### config.mk
export PLATFORM = sky130hd
export DESIGN_NAME = eprom_fetch_ctrl
export DESIGN_NICKNAME = d
export VERILOG_FILES = /design/src/rtl/eprom_fetch_ctrl.sv
export SDC_FILE = /design/constraint.sdc
export NUM_CORES = 1
export LEC_CHECK = 0
export BUFFER_PORTS_ARGS = -buffer_cell sky130_fd_sc_hd__buf_2
export CORE_MARGIN = 1.5
export CORE_UTILIZATION = 35
export DETAILED_ROUTE_END_ITERATION = 10
export HOLD_SLACK_MARGIN = 0.08
export PLACE_DENSITY = 0.62
export SKIP_LAST_GASP = 1
export SYNTH_ARGS = -nofsm -noshare
export SYNTH_HDL_FRONTEND = slang
export SYNTH_SLANG_ARGS = --single-unit
### constraint.sdc
create_clock -name clk -period 2.6 [get_ports clk]
set_clock_uncertainty 0.05 [all_clocks]
set_input_delay 0.13 -clock clk [delete_from_list [all_inputs] [get_ports clk]]
set_output_delay 0.13 -clock clk [all_outputs]
set_load 0.05 [all_outputs]
### src/rtl/eprom_fetch_ctrl.sv
// Read sequencer for a 2732-style 4Kx8 EPROM: address setup, E/G strobe, timed sample, valid/ready response.
// Define EPROM_FETCH_CACHE_EN to add a one-entry last-byte cache that answers repeat reads without a bus cycle.
module eprom_fetch_ctrl #(
  parameter int ADDR_W          = 12,
  parameter int DATA_W          = 8,
  parameter int ACCESS_CYCLES   = 4,
  parameter int RECOVERY_CYCLES = 1
) (
  input  logic              clk,
  input  logic              rst_n,
  input  logic              req_valid,
  output logic              req_ready,
  input  logic [ADDR_W-1:0] req_addr,
  output logic              rsp_valid,
  input  logic              rsp_ready,
  output logic [DATA_W-1:0] rsp_data,
  output logic [ADDR_W-1:0] rom_addr,
  output logic              rom_e_n,
  output logic              rom_g_n,
  input  logic [DATA_W-1:0] rom_q,
  output logic              busy
);

  typedef enum logic [2:0] {IDLE, SETUP, ACCESS, RESP, RECOVER} state_t;

  localparam logic [7:0] ACC_INIT = 8'(ACCESS_CYCLES - 1);
  localparam logic [7:0] REC_INIT = 8'(RECOVERY_CYCLES - 1);

  state_t              state_q, state_d;
  logic [7:0]          cnt_q, cnt_d;
  logic [ADDR_W-1:0]   romAddr_q, romAddr_d;
  logic                romOff_q, romOff_d;
  logic                rspValid_q, rspValid_d;
  logic [DATA_W-1:0]   rspData_q, rspData_d;
  logic                skipRecover;

`ifdef EPROM_FETCH_CACHE_EN
  logic [ADDR_W-1:0]   cacheAddr_q, cacheAddr_d;
  logic [DATA_W-1:0]   cacheData_q, cacheData_d;
  logic                cacheValid_q, cacheValid_d;
  logic                hitResp_q, hitResp_d;
  logic                cacheHit;

  assign cacheHit    = cacheValid_q && (req_addr == cacheAddr_q);
  assign skipRecover = hitResp_q;
`else
  assign skipRecover = 1'b0;
`endif

  always_comb begin
    state_d    = state_q;
    cnt_d      = cnt_q;
    romAddr_d  = romAddr_q;
    romOff_d   = romOff_q;
    rspValid_d = rspValid_q;
    rspData_d  = rspData_q;
`ifdef EPROM_FETCH_CACHE_EN
    cacheAddr_d  = cacheAddr_q;
    cacheData_d  = cacheData_q;
    cacheValid_d = cacheValid_q;
    hitResp_d    = hitResp_q;
`endif
    case (state_q)
      IDLE: begin
        if (req_valid) begin
`ifdef EPROM_FETCH_CACHE_EN
          if (cacheHit) begin
            rspData_d  = cacheData_q;
            rspValid_d = 1'b1;
            hitResp_d  = 1'b1;
            state_d    = RESP;
          end else begin
            romAddr_d = req_addr;
            hitResp_d = 1'b0;
            state_d   = SETUP;
          end
`else
          romAddr_d = req_addr;
          state_d   = SETUP;
`endif
        end
      end
      SETUP: begin
        romOff_d = 1'b0;
        cnt_d    = ACC_INIT;
        state_d  = ACCESS;
      end
      ACCESS: begin
        if (cnt_q != 8'd0) begin
          cnt_d = cnt_q - 8'd1;
        end else begin
          rspData_d  = rom_q;
          rspValid_d = 1'b1;
          romOff_d   = 1'b1;
          state_d    = RESP;
`ifdef EPROM_FETCH_CACHE_EN
          cacheAddr_d  = romAddr_q;
          cacheData_d  = rom_q;
          cacheValid_d = 1'b1;
`endif
        end
      end
      RESP: begin
        // A cache-hit response never touched the bus, so it needs no recovery gap.
        if (rsp_ready) begin
          rspValid_d = 1'b0;
          if (RECOVERY_CYCLES == 0 || skipRecover) begin
            state_d = IDLE;
          end else begin
            cnt_d   = REC_INIT;
            state_d = RECOVER;
          end
        end
      end
      RECOVER: begin
        if (cnt_q != 8'd0) cnt_d = cnt_q - 8'd1;
        else               state_d = IDLE;
      end
      default: state_d = IDLE;
    endcase
  end

  always_ff @(posedge clk or negedge rst_n) begin
    if (!rst_n) begin
      state_q    <= IDLE;
      cnt_q      <= 8'd0;
      romAddr_q  <= '0;
      romOff_q   <= 1'b1;
      rspValid_q <= 1'b0;
      rspData_q  <= '0;
`ifdef EPROM_FETCH_CACHE_EN
      cacheAddr_q  <= '0;
      cacheData_q  <= '0;
      cacheValid_q <= 1'b0;
      hitResp_q    <= 1'b0;
`endif
    end else begin
      state_q    <= state_d;
      cnt_q      <= cnt_d;
      romAddr_q  <= romAddr_d;
      romOff_q   <= romOff_d;
      rspValid_q <= rspValid_d;
      rspData_q  <= rspData_d;
`ifdef EPROM_FETCH_CACHE_EN
      cacheAddr_q  <= cacheAddr_d;
      cacheData_q  <= cacheData_d;
      cacheValid_q <= cacheValid_d;
      hitResp_q    <= hitResp_d;
`endif
    end
  end

  // E and G share one register so they can never skew apart.
  assign rom_e_n   = romOff_q;
  assign rom_g_n   = romOff_q;
  assign rom_addr  = romAddr_q;
  assign rsp_valid = rspValid_q;
  assign rsp_data  = rspData_q;
  assign req_ready = (state_q == IDLE);
  assign busy      = (state_q != IDLE);

endmodule

# Word level (Yosys, flattened, before mapping)
# Index checks and enable logic that the tools add are counted.
# word_totals
regBits	33
out_inout_bits	25
wordCells	42
# op_classes
n_addsub	1
eq_ne	9
n_mux	12
n_bitwise	1
n_reduce_logical	13
# op_table
operator	count
one-hot mux 8 bit (3 select lines)	1
two-way mux 8 bit	2
one-hot mux 3 bit (5 select lines)	1
two-way mux 3 bit	4
inequality test 2 bit, second input constant	4
nonzero test 8 bit	1
subtractor 8 x 1 -> 8 bit, second input constant	1
== test 3 x 2 -> 1 bit, second input constant	2
AND reduction 2 bit	3
AND reduction 3 bit	2
nonzero test 3 bit	2
one-hot mux 1 bit (2 select lines)	2
AND reduction 4 bit	1
nonzero test 2 bit	2
== test 3 x 1 -> 1 bit, second input constant	1
== test 3 bit, second input constant	1
logical NOT 3 bit	1
two-way mux 1 bit	2
inequality test 2 x 1 -> 1 bit, second input constant	1
OR reduction 2 bit	1
inverter 1 bit	1

# Depth between registers and ports, before layout
# Gate-level depths: netlist of the first run.
# logic_depth
depth_word	4
ltp_mapped	7

# Least setup slack after synthesis of the first run
# Ideal clock, no wire load.
# synth_timing
kind	reg2reg
start	register state_q[1]
end	register romAddr_q[0] (netlist: rom_addr[0])
setup_time_ns	0.125
t_arrival_ns	2.539
path_slack_ns	-0.114
stages_incl_launch_ff	6
synth_period_minus_slack_ns	2.714
path_cell_list	dfrtp_1 buf_2 nor3_1 and2_1 buf_2 mux2_2
# synth_between
elab_chain_cells	2
# synth_lines
element	line_no	rtl
start: declaration	29	state_t state_q, state_d;
start signal: assignment	138	state_q <= state_d;
logical NOT 3 bit	-	
net req_ready	12	output logic req_ready,
AND reduction 2 bit (no line)	-	
end signal: assignment	140	romAddr_q <= romAddr_d;
end: declaration	31	logic [ADDR_W-1:0] romAddr_q, romAddr_d;
# The timed path passes the listed nets, and every way through them passes these cells.
# A chain may end at the register's enable or synchronous reset.

# Worst setup path after layout of the first run
# layout_timing
start	register cnt_q[0]
end	register rspData_q[7] (netlist: rsp_data[7])
# layout_between
elab_chain_cells	3
# layout_lines
element	line_no	rtl
start: declaration	30	logic [7:0] cnt_q, cnt_d;
start signal: assignment	139	cnt_q <= cnt_d;
nonzero test 8 bit	89	if (cnt_q != 8'd0) begin
inverter 1 bit (no line)	-	
AND reduction 2 bit (no line)	-	
end signal: assignment	143	rspData_q <= rspData_d;
end: declaration	34	logic [DATA_W-1:0] rspData_q, rspData_d;
# Every way passes these cells.

==> metrics.md, run 1 <==
| Metric | Value |
|---|---|
| Outcome | finished, final reports clean |
| Met1 Usage GRT | 18.51% |
| Crit start category | flip-flop |
| Relative slew margins | 50.70% |
| Post-CTS Repair Setup Buffers | 0 |
| Sequential share of the synthesized area | 53.65% |
| Number of global-route vias before repair | 1393 |
| Sinks on Clock Net | 33 |
| Initial antenna violation count | 0 |
| Placed insts | 223 |
| Number of nets still failing antenna checks after routing | 0 |
| Unrepaired setup endpoints after global routing | false |
| Startpoint-to-endpoint class of the critical path | flip-flop to flip-flop |
| Horiz. Die Dim | 69.37 um |
| GPL Wtd Cong | 0.8787 |
| Final setup fails | 0 |
| CTS clk-pin slew, worst paths | 0.08 ns |
| Share of the clock period used by the worst path | 87.81% |
| Leading cell types by count after synthesis | 32 x sky130_fd_sc_hd__dfrtp_1, 20 x sky130_fd_sc_hd__mux2_2, 11 x sky130_fd_sc_hd__a21oi_1, 6 x sky130_fd_sc_hd__inv_1, 6 x sky130_fd_sc_hd__nor2_1 |
| Flop and latch count out of synthesis | 33 |
| Pin count of the biggest net entering global routing | 34 |
| Drt initial violations | 43 |
| Max Fanout on Critical Path | 12 |
| Clock tree from TritonCTS | done |
| Primary FF master, synth | sky130_fd_sc_hd__dfrtp_1 |
| Path type of the worst min-delay path | input pin to flip-flop |
| Standard cell core area | 4115 um^2 |
| Clock Latency Late Sink | 0.28 ns |
| Max-capacitance violation count | 0 |
| Count of inserted antenna diode cells | 0 |
| M3 GR Usage | 2.907% |
| Syn avg cell area | 11.77 um^2 |
| Yosys warning count | 0 |
| Layout overhead on the synthesized area | 37.09% |
| Maximum operating frequency | 438.0 MHz |
| Slew of the pin with the lowest slew margin | 0.7395 ns |
| Number of cells produced by synthesis | 131 |
| Number of nets in the layout | 226 |
| Count of flip-flops with a built-in enable after synthesis | 0 |
| Top-count cell post-synth | sky130_fd_sc_hd__dfrtp_1 |
| Fraction of layout instances using a drive strength above 1 | 41.58% |
| Total half-perimeter wirelength after legalization and detailed placement | 2441 um |
| Sum Neg Setup Slack | 0 ns |
| Share of the core filled with cells in the final layout | 51.35% |
| Endpoint of the most critical setup path | rsp_data[7] |
| CTS H-tree lvls | 2 |
| Total via count in the routed design | 1351 |
| Top post-synthesis cells by area | sky130_fd_sc_hd__dfrtp_1 52%, sky130_fd_sc_hd__mux2_2 15%, sky130_fd_sc_hd__a21oi_1 3.6%, sky130_fd_sc_hd__dfstp_2 1.7%, sky130_fd_sc_hd__buf_4 1.5% |
| Number of cells in the finished layout apart from fillers | 252 |
| Area of the mapped netlist | 1541 um^2 |
| CTS Buf Count | 5 |
| Initial Util | 37.46% |
| Count of standard-cell rows | 23 |
| Worst setup startpoint | cnt_q[0] |
| Number of I/O port buffers | 48 |
| Critical R2R Launch | cnt_q[0] |
| Clock tree root driver cell | sky130_fd_sc_hd__clkbuf_8 |
| Number of cells on the worst reg-to-reg path | 6 |
| Die Area | 4812 um^2 |
| Total GRT Usage | 17.03% |
| Final max-slew violation count | 0 |
| Via density per instance | 5.361 |
| Final global-route overflow total | 0 |
| Post-CTS resize count | 0 |
| Layout fillers | 373 |
| First-pass GRT wire length | 6479 um |
| Data required time at the worst endpoint | 2.71 ns |
| CP Data Arrival Time | 2.40 ns |
| Reg2reg setup slack | 0.32 ns |
| Ports | 49 |
| Met2 Usage GRT | 31.09% |
| Cell accounting for the most synthesized area | sky130_fd_sc_hd__dfrtp_1 |
| Endpoint of the most critical register-to-register path | rsp_data[7] |
| Synthesized netlist net count | 156 |
| Post-synth ARST share | 100.0% |
| Post-route DRC | 0 |
| Pre-Repair DR Iteration Count | 4 |
| Most used routing layer in global routing | met2 |
| Post-detailed-route wirelength per cell | 15.48 um |
| Final wirelength | 3900 um |
| Hold Fails Final Rpt | 0 |
| Share of Yosys cell area claimed by the top area cell type | 51.95% |
| Minimum clock period | 2.283 ns |
| Maximum count of clock buffers along a single path | 2 |
| Number of library cell types mapped by synthesis | 37 |
| Kind of capture point of the worst setup path | flip-flop |
| Die height | 69.37 um |
## repair_timing
action                     in CTS  in global routing
hold endpoints to repair       52                  0
hold buffers                   21                  0
setup endpoints to repair       0                  0
## worst max-delay path: stages (launching register included)
cell and delay, ns:
sky130_fd_sc_hd__dfrtp_1 0.44, sky130_fd_sc_hd__inv_1 0.14, sky130_fd_sc_hd__ha_1 0.20, sky130_fd_sc_hd__nor3b_1 0.33
sky130_fd_sc_hd__and2_1 0.48, sky130_fd_sc_hd__nand3_4 0.20, sky130_fd_sc_hd__mux2_2 0.32
## cells by family after synthesis
family | count (synthesis) | share of synthesized area (%)
AOI/OAI and AO/OA | 30 | 12.58
xor gates and xnor gates | 1 | 0.5683
adders and majority gates | 2 | 1.461
buffers and inverters | 13 | 4.139
DFF | 33 | 53.65
muxes | 20 | 14.61
and+or+nand+nor | 32 | 12.99
## state kept, by name (all words and copies together) (netlist names)
name	cells
cnt_q	8
rom_addr	12
rom_e_n	1
rsp_data	8
rsp_valid	1
state_q	3
## how the worst min path moves through the flow
stage | from | to | slack (ns) | cells past startpoint
after floorplan | rst_n | cnt_q[0] | -0.22 | 0
final | req_valid | state_q[0] | 0.12 | 3
after global routing | rsp_ready | state_q[2] | 0.15 | 3
after detailed placement | rst_n | cnt_q[6] | 0.19 | 1
after CTS | req_valid | state_q[0] | 0.12 | 3
after global placement | rst_n | cnt_q[6] | 0.17 | 1
## per-layer routing
metal	up-vias	part of all wire, %
met5	-	0
met4	0	3.2
met3	11	4.3
met2	51	56
met1	674	36
li1	615	-
## metrics by stage
stage	hold slack, ns	area [um^2]	setup slack, ns
2_1_floorplan	-0.2156	1546	0.3734
3_3_place_gp	0.1662	1812	0.5268
3_5_place_dp	0.1928	1812	0.3733
4_1_cts	0.1243	2113	0.3532
5_1_grt	0.1451	2113	0.1018
6_report	0.1245	2113	0.3169
## layout by cell type, fill, tap and decap left out, types with 3 or more instances in the layout
cell / n
sky130_fd_sc_hd__a21oi_1: 11
sky130_fd_sc_hd__buf_2: 48
sky130_fd_sc_hd__clkbuf_8: 5
sky130_fd_sc_hd__clkinvlp_4: 3
sky130_fd_sc_hd__dfrtp_1: 32
sky130_fd_sc_hd__dlygate4sd3_1: 21
sky130_fd_sc_hd__inv_1: 6
sky130_fd_sc_hd__mux2_2: 20
sky130_fd_sc_hd__nand2_1: 3
sky130_fd_sc_hd__nor2_1: 6
sky130_fd_sc_hd__nor2b_1: 3
sky130_fd_sc_hd__nor3_1: 3
sky130_fd_sc_hd__o21ai_0: 4
sky130_fd_sc_hd__o22ai_1: 3
sky130_fd_sc_hd__o31ai_1: 3
sky130_fd_sc_hd__or4_1: 3
## cell type report
type | instances | area (um^2) | share of cell area, %
Sequential cell | 33 | 827.0 | 39.14
Clock buffer | 5 | 68.82 | 3.256
Timing Repair Buffer | 69 | 450.4 | 21.31
Tap cell | 50 | 62.56 | 2.960
Multi-Input combinational cell | 85 | 655.6 | 31.02
Clock inverter | 3 | 22.52 | 1.066
Inverter | 7 | 26.28 | 1.243
Power of run 1 is not shown: default switching activity piles up to over one toggle a cycle in this logic, so the estimate is an artifact.
==> run 2, diff against run 1 <==
--- a/config.mk
+++ b/config.mk
@@ -6,7 +6,6 @@
 export NUM_CORES = 1
 export LEC_CHECK = 0
 export BUFFER_PORTS_ARGS = -buffer_cell sky130_fd_sc_hd__buf_2
-export CORE_MARGIN = 1.5
 export CORE_UTILIZATION = 35
 export DETAILED_ROUTE_END_ITERATION = 10
 export HOLD_SLACK_MARGIN = 0.08
==> run 2 against run 1 <==
Non-clock buffer count stayed put. Design area is 0.77% higher. Utilization is 0.40 points higher. Setup slack worse by 0.010 ns. Sequential cell count stayed put. Wire length is 8.5% lower. First-iteration DRC count is 65% higher. Sequential share of layout area is 0.30 points lower. Die area is 2.9% lower. Worst hold slack worse by 0.012 ns. Fmax is 0.45% lower.
==> metrics.md, run 2 (same netlist as run 1, synthesis figures left out) <==
| Metric | Value |
|---|---|
| Outcome | finished, final reports clean |
| Standard cell core area | 4115 um^2 (unchanged) |
| Unrepaired setup endpoints after global routing | false |
| Sum Neg Setup Slack | 0 ns (unchanged) |
| Slew of the pin with the lowest slew margin | 0.7418 ns (+0.002294 ns) |
| Maximum operating frequency | 436.0 MHz (-0.45%) |
| Final global-route overflow total | 0 (unchanged) |
| Post-CTS resize count | 0 (unchanged) |
| Die height | 68.37 um (-1.4%) |
| Worst hold path startpoint | req_valid |
| Number of cells in the finished layout apart from fillers | 252 (unchanged) |
| Sinks on Clock Net | 33 (unchanged) |
| Total GRT Usage | 17.10% (+0.076 points) |
| Path type of the worst min-delay path | input pin to flip-flop |
| Kind of capture point of the worst setup path | flip-flop |
| Max Fanout on Critical Path | 12 (unchanged) |
| Post-detailed-route wirelength per cell | 14.16 um (-8.5%) |
| Pin count of the biggest net entering global routing | 34 (unchanged) |
| Via density per instance | 5.218 (-2.7%) |
| Highest metal layer with signal wires | met4 |
| Ports | 49 (unchanged) |
| Number of nets still failing antenna checks after routing | 0 (unchanged) |
| Initial Util | 37.46% (unchanged) |
| Placed insts | 223 (unchanged) |
| Final wirelength | 3569 um (-8.5%) |
| Drt initial violations | 71 (+65%) |
| Clock tree from TritonCTS | done |
| Number of nets in the layout | 226 (unchanged) |
| Initial antenna violation count | 0 (unchanged) |
| Pre-Repair DR Iteration Count | 4 (unchanged) |
| Routed wl met3 | 181 um (+7.7%) |
| Wire length on met1 | 1393 um (-1.0%) |
| Slowest cell on the critical path | sky130_fd_sc_hd__and2_1 |
| Number of flip-flops under the largest register name | 12 (unchanged) |
| Slowest cell delay on critical path | 0.47 ns (about the same) |
| Final setup fails | 0 (unchanged) |
| Met2 wirelength from detailed routing | 1909 um (-13%) |
| Number of global-route vias before repair | 1334 (-4.2%) |
| Layout overhead on the synthesized area | 38.15% |
| Worst setup startpoint | cnt_q[0] |
| Critical Path, Cell by Cell | inv_1 -> ha_1 -> nor3b_1 -> and2_1 -> nand3_4 -> mux2_2 |
| Clock tree root driver cell | sky130_fd_sc_hd__clkbuf_8 |
| Fraction of layout instances using a drive strength above 1 | 41.09% (-0.50 points) |
| Share of the clock period used by the worst path | 88.21% (+0.39 points) |
| Maximum count of clock buffers along a single path | 2 (unchanged) |
| CTS H-tree lvls | 2 (unchanged) |
| Critical R2R Launch | cnt_q[0] |
| GPL Wtd Cong | 0.8692 (-1.1%) |
| Die Area | 4674 um^2 (-2.9%) |
| Total via count in the routed design | 1315 (-2.7%) |
| Final max-slew violation count | 0 (unchanged) |
| Max-capacitance violation count | 0 (unchanged) |
| Minimum clock period | 2.293 ns (+0.01024 ns) |
| Relative slew margins | 50.55% (-0.15 points) |
| First-pass GRT wire length | 5844 um (-9.8%) |
| Data required time at the worst endpoint | 2.71 ns (about the same) |
| CTS Buf Count | 5 (unchanged) |
| Post-CTS Repair Setup Buffers | 0 (unchanged) |
| Crit start category | flip-flop |
| CP Data Arrival Time | 2.41 ns (about the same) |
| Total half-perimeter wirelength after legalization and detailed placement | 2452 um (+0.47%) |
| Number of buffers added to fix hold violations after cts | 21 (unchanged) |
| Number of I/O port buffers | 48 (unchanged) |
| Clock Latency Late Sink | 0.28 ns (about the same) |
| Count of inserted antenna diode cells | 0 (unchanged) |
| CTS clk-pin slew, worst paths | 0.07 ns (about the same) |
| Count of standard-cell rows | 23 (unchanged) |
| Most common cell after layout, fill and taps aside | sky130_fd_sc_hd__buf_2 |
| Post-route DRC | 0 (unchanged) |
| Most used cells in the layout excluding fill and tap cells | 48 x sky130_fd_sc_hd__buf_2, 32 x sky130_fd_sc_hd__dfrtp_1, 21 x sky130_fd_sc_hd__dlygate4sd3_1, 20 x sky130_fd_sc_hd__mux2_2, 11 x sky130_fd_sc_hd__a21oi_1 |
| Horiz. Die Dim | 68.37 um (-1.4%) |
| Hold Fails Final Rpt | 0 (unchanged) |
| Startpoint-to-endpoint class of the critical path | flip-flop to flip-flop |
run 2: cell types whose count changed in the layout (fill, tap and decap cells not counted):
cell                         change
sky130_fd_sc_hd__bufinv_16       +1
sky130_fd_sc_hd__clkbuf_1        +1
sky130_fd_sc_hd__clkinv_2        +1
sky130_fd_sc_hd__clkinvlp_4      -3
run 2: worst paths after layout:
kind                                to  slack, ns  cells after the start
hold reg to reg            rsp_data[6]       0.45                      1
setup / recovery           rsp_data[1]       0.31                      6
max in group asynchronous  rom_addr[3]       1.62                      2
hold / removal              state_q[0]       0.11                      3
setup reg to reg           rsp_data[1]       0.31                      6
min in group asynchronous     cnt_q[6]       0.40                      2
run 2: final cells by class:
class	instances	area, um^2
fillers	371	1986
flip-flops and latches	33	827.0
multi-input cells	85	655.6
repair buffers	69	450.4
clock buffers	6	72.57
well taps	50	62.56
clock inverters	2	35.03
inverters	7	26.28
run 2: stage by stage:
stage / instance area (um^2) / setup WS, ns / hold WS [ns] / util [%]
floorplan: 1546 / 0.3734 / -0.2156 / -
global placement: 1812 / 0.5226 / 0.1731 / 44.03
detailed placement: 1812 / 0.3432 / 0.1889 / 44.03
CTS: 2130 / 0.3216 / 0.1108 / 51.75
global route: 2130 / 0.1863 / 0.1579 / 51.75
finish: 2130 / 0.3067 / 0.1123 / 51.75
run 2: routing by layer:
layer / GRT usage, % / vias up
li1: - / 617
met1: 20.50 / 640
met2: 27.33 / 48
met3: 4.667 / 10
met4: 9.896 / 0
met5: 0 / -
run 2: worst max-delay path: cells and delay by family (launching register included):
family                     cells  cell delay [ns]
muxes                          1             0.31
adders and majority gates      1             0.20
buffers and inverters          1             0.15
and+or+nand+nor                3             1.02
DFF                            1             0.43
Power of run 2 is left out for the same reason.
==> run 3, diff against run 2 <==
--- a/config.mk
+++ b/config.mk
@@ -5,7 +5,7 @@
 export SDC_FILE = /design/constraint.sdc
 export NUM_CORES = 1
 export LEC_CHECK = 0
-export BUFFER_PORTS_ARGS = -buffer_cell sky130_fd_sc_hd__buf_2
+export BUFFER_PORTS_ARGS = -buffer_cell sky130_fd_sc_hd__clkbuf_2
 export CORE_UTILIZATION = 35
 export DETAILED_ROUTE_END_ITERATION = 10
 export HOLD_SLACK_MARGIN = 0.08
==> run 3 against run 2 <==
Wire length is 2.6% lower. Global-route usage fell by 0.62 points. Cell count did not move. Highest routed layer unchanged. Critical path type unchanged. Sequential share of layout area is 0.16 points lower.
==> metrics.md, run 3 (same netlist as run 1, synthesis figures left out) <==
| Metric | Value |
|---|---|
| Outcome | finished, final reports clean |
| Pin count of the biggest net entering global routing | 34 (unchanged) |
| Data required time at the worst endpoint | 2.71 ns (about the same) |
| Via density per instance | 5.171 (-0.91%) |
| CTS H-tree lvls | 2 (unchanged) |
| Count of standard-cell rows | 23 (unchanged) |
| Final global-route overflow total | 0 (unchanged) |
| Final max-slew violation count | 0 (unchanged) |
| Most common cell after layout, fill and taps aside | sky130_fd_sc_hd__clkbuf_2 |
| Layout overhead on the synthesized area | 38.72% |
| Buffers & Inverters on Critical Path | 1 (unchanged) |
| First-pass GRT wire length | 5671 um (-3.0%) |
| Unrepaired setup endpoints after global routing | false |
| Sum Neg Setup Slack | 0 ns (unchanged) |
| Horiz. Die Dim | 68.37 um (unchanged) |
| Number of I/O port buffers | 48 (unchanged) |
| Die Area | 4674 um^2 (unchanged) |
| Crit-path leading delay family | simple AND/OR/NAND/NOR gates |
| Critical Path, Cell by Cell | inv_1 -> ha_1 -> nor3b_1 -> and2_1 -> nand3_4 -> mux2_2 |
| Total half-perimeter wirelength after legalization and detailed placement | 2442 um (-0.43%) |
| Slowest cell on the critical path | sky130_fd_sc_hd__and2_1 |
| CP Data Arrival Time | 2.32 ns (-0.09 ns) |
| Standard cell core area | 4115 um^2 (unchanged) |
| Max-capacitance violation count | 0 (unchanged) |
| Hold Fails Final Rpt | 0 (unchanged) |
| Sinks on Clock Net | 33 (unchanged) |
| Maximum operating frequency | 454.1 MHz (+4.1%) |
| Die height | 68.37 um (unchanged) |
| Final setup fails | 0 (unchanged) |
| Post-route DRC | 0 (unchanged) |
| Share of the clock period used by the worst path | 84.69% (-3.5 points) |
| Max Fanout on Critical Path | 12 (unchanged) |
| Slowest cell delay on critical path | 0.47 ns (about the same) |
| Pre-Repair DR Iteration Count | 4 (unchanged) |
| Initial Util | 37.46% (unchanged) |
| Count of inserted antenna diode cells | 0 (unchanged) |
| Number of nets in the layout | 226 (unchanged) |
| Post-CTS resize count | 0 (unchanged) |
| Number of global-route vias before repair | 1236 (-7.3%) |
| Clock tree root driver cell | sky130_fd_sc_hd__clkbuf_8 |
| Clock tree from TritonCTS | done |
| Maximum count of clock buffers along a single path | 2 (unchanged) |
| Post-detailed-route wirelength per cell | 13.79 um (-2.6%) |
| Ports | 49 (unchanged) |
| Slew of the pin with the lowest slew margin | 0.8125 ns (+0.07074 ns) |
| Fraction of layout instances using a drive strength above 1 | 41.09% (unchanged) |
| CTS clk-pin slew, worst paths | 0.07 ns (about the same) |
| Number of nets still failing antenna checks after routing | 0 (unchanged) |
| Drt initial violations | 64 (-9.9%) |
| Path type of the worst min-delay path | input pin to flip-flop |
| Number of flip-flops under the largest register name | 12 (unchanged) |
| Relative slew margins | 45.83% (-4.7 points) |
| Total GRT Usage | 16.48% (-0.62 points) |
| Clock Latency Late Sink | 0.28 ns (about the same) |
| Startpoint-to-endpoint class of the critical path | flip-flop to flip-flop |
| Minimum clock period | 2.202 ns (-0.09137 ns) |
| Most used cells in the layout excluding fill and tap cells | 48 x sky130_fd_sc_hd__clkbuf_2, 32 x sky130_fd_sc_hd__dfrtp_1, 21 x sky130_fd_sc_hd__dlygate4sd3_1, 20 x sky130_fd_sc_hd__mux2_2, 11 x sky130_fd_sc_hd__a21oi_1 |
| Total via count in the routed design | 1303 (-0.91%) |
| Kind of capture point of the worst setup path | flip-flop |
| GPL Wtd Cong | 0.9163 (+5.4%) |
| Crit start category | flip-flop |
| Layout fillers | 373 (+0.54%) |
| Final wirelength | 3475 um (-2.6%) |
| Initial antenna violation count | 0 (unchanged) |
| CTS Buf Count | 5 (unchanged) |
==> run 3: changes by cell type in the layout (fill, tap and decap cells not counted) <==
| cell | change |
|---|---|
| sky130_fd_sc_hd__clkbuf_8 | +1 |
| sky130_fd_sc_hd__clkbuf_2 | +48 |
| sky130_fd_sc_hd__clkinv_2 | -1 |
| sky130_fd_sc_hd__buf_2 | -48 |
==> run 3: timing repair <==
item | in CTS | in global routing
setup buffers | 0 | 0
hold endpoints to repair | 52 | 0
hold buffers | 21 | 0
==> run 3: path summary, 6_finish.rpt <==
path | cells past startpoint | endpoint | startpoint | slack [ns]
worst max-delay path | 6 | rsp_data[5] | cnt_q[0] | 0.40
worst min-delay path | 3 | state_q[0] | req_valid | 0.13
worst max register to register | 6 | rsp_data[5] | cnt_q[0] | 0.40
worst min register to register | 1 | rsp_data[6] | rsp_data[6] | 0.46
max in group asynchronous | 2 | rom_addr[5] | rst_n | 1.56
min in group asynchronous | 2 | state_q[0] | rst_n | 0.42
==> run 3: area by class of cell <==
type	count	area, um^2	share of cell area [%]
Sequential cell	33	827.0	38.68
Multi-Input combinational cell	85	655.6	30.66
Timing Repair Buffer	69	450.4	21.06
Clock buffer	7	86.33	4.037
Tap cell	50	62.56	2.926
Clock inverter	1	30.03	1.404
Inverter	7	26.28	1.229
==> run 3: stage by stage <==
stage	hold slack (ns)	cells	setup slack, ns	area [um^2]	util, %
6_report	0.1332	252	0.3980	2138	51.96
5_1_grt	0.1392	252	0.2228	2138	51.96
4_1_cts	0.1292	252	0.4070	2138	51.96
3_5_place_dp	0.2165	223	0.4195	1812	44.03
3_3_place_gp	0.2028	223	0.5382	1812	44.03
2_1_floorplan	-0.2156	131	0.3734	1546	-
==> run 3: layer usage <==
layer,wire [um],GRT usage (%),up-vias
met5,0,0,-
met4,68,4.948,0
met3,154,4.500,6
met2,1827,26.47,36
met1,1426,21.46,648
li1,-,-,613
==> run 3: worst min-delay path, stage by stage <==
cell,delay (ns)
sky130_fd_sc_hd__clkbuf_2,0.09
sky130_fd_sc_hd__a21oi_1,0.06
sky130_fd_sc_hd__nor3_1,0.13
Power of run 3 is left out for the same reason.
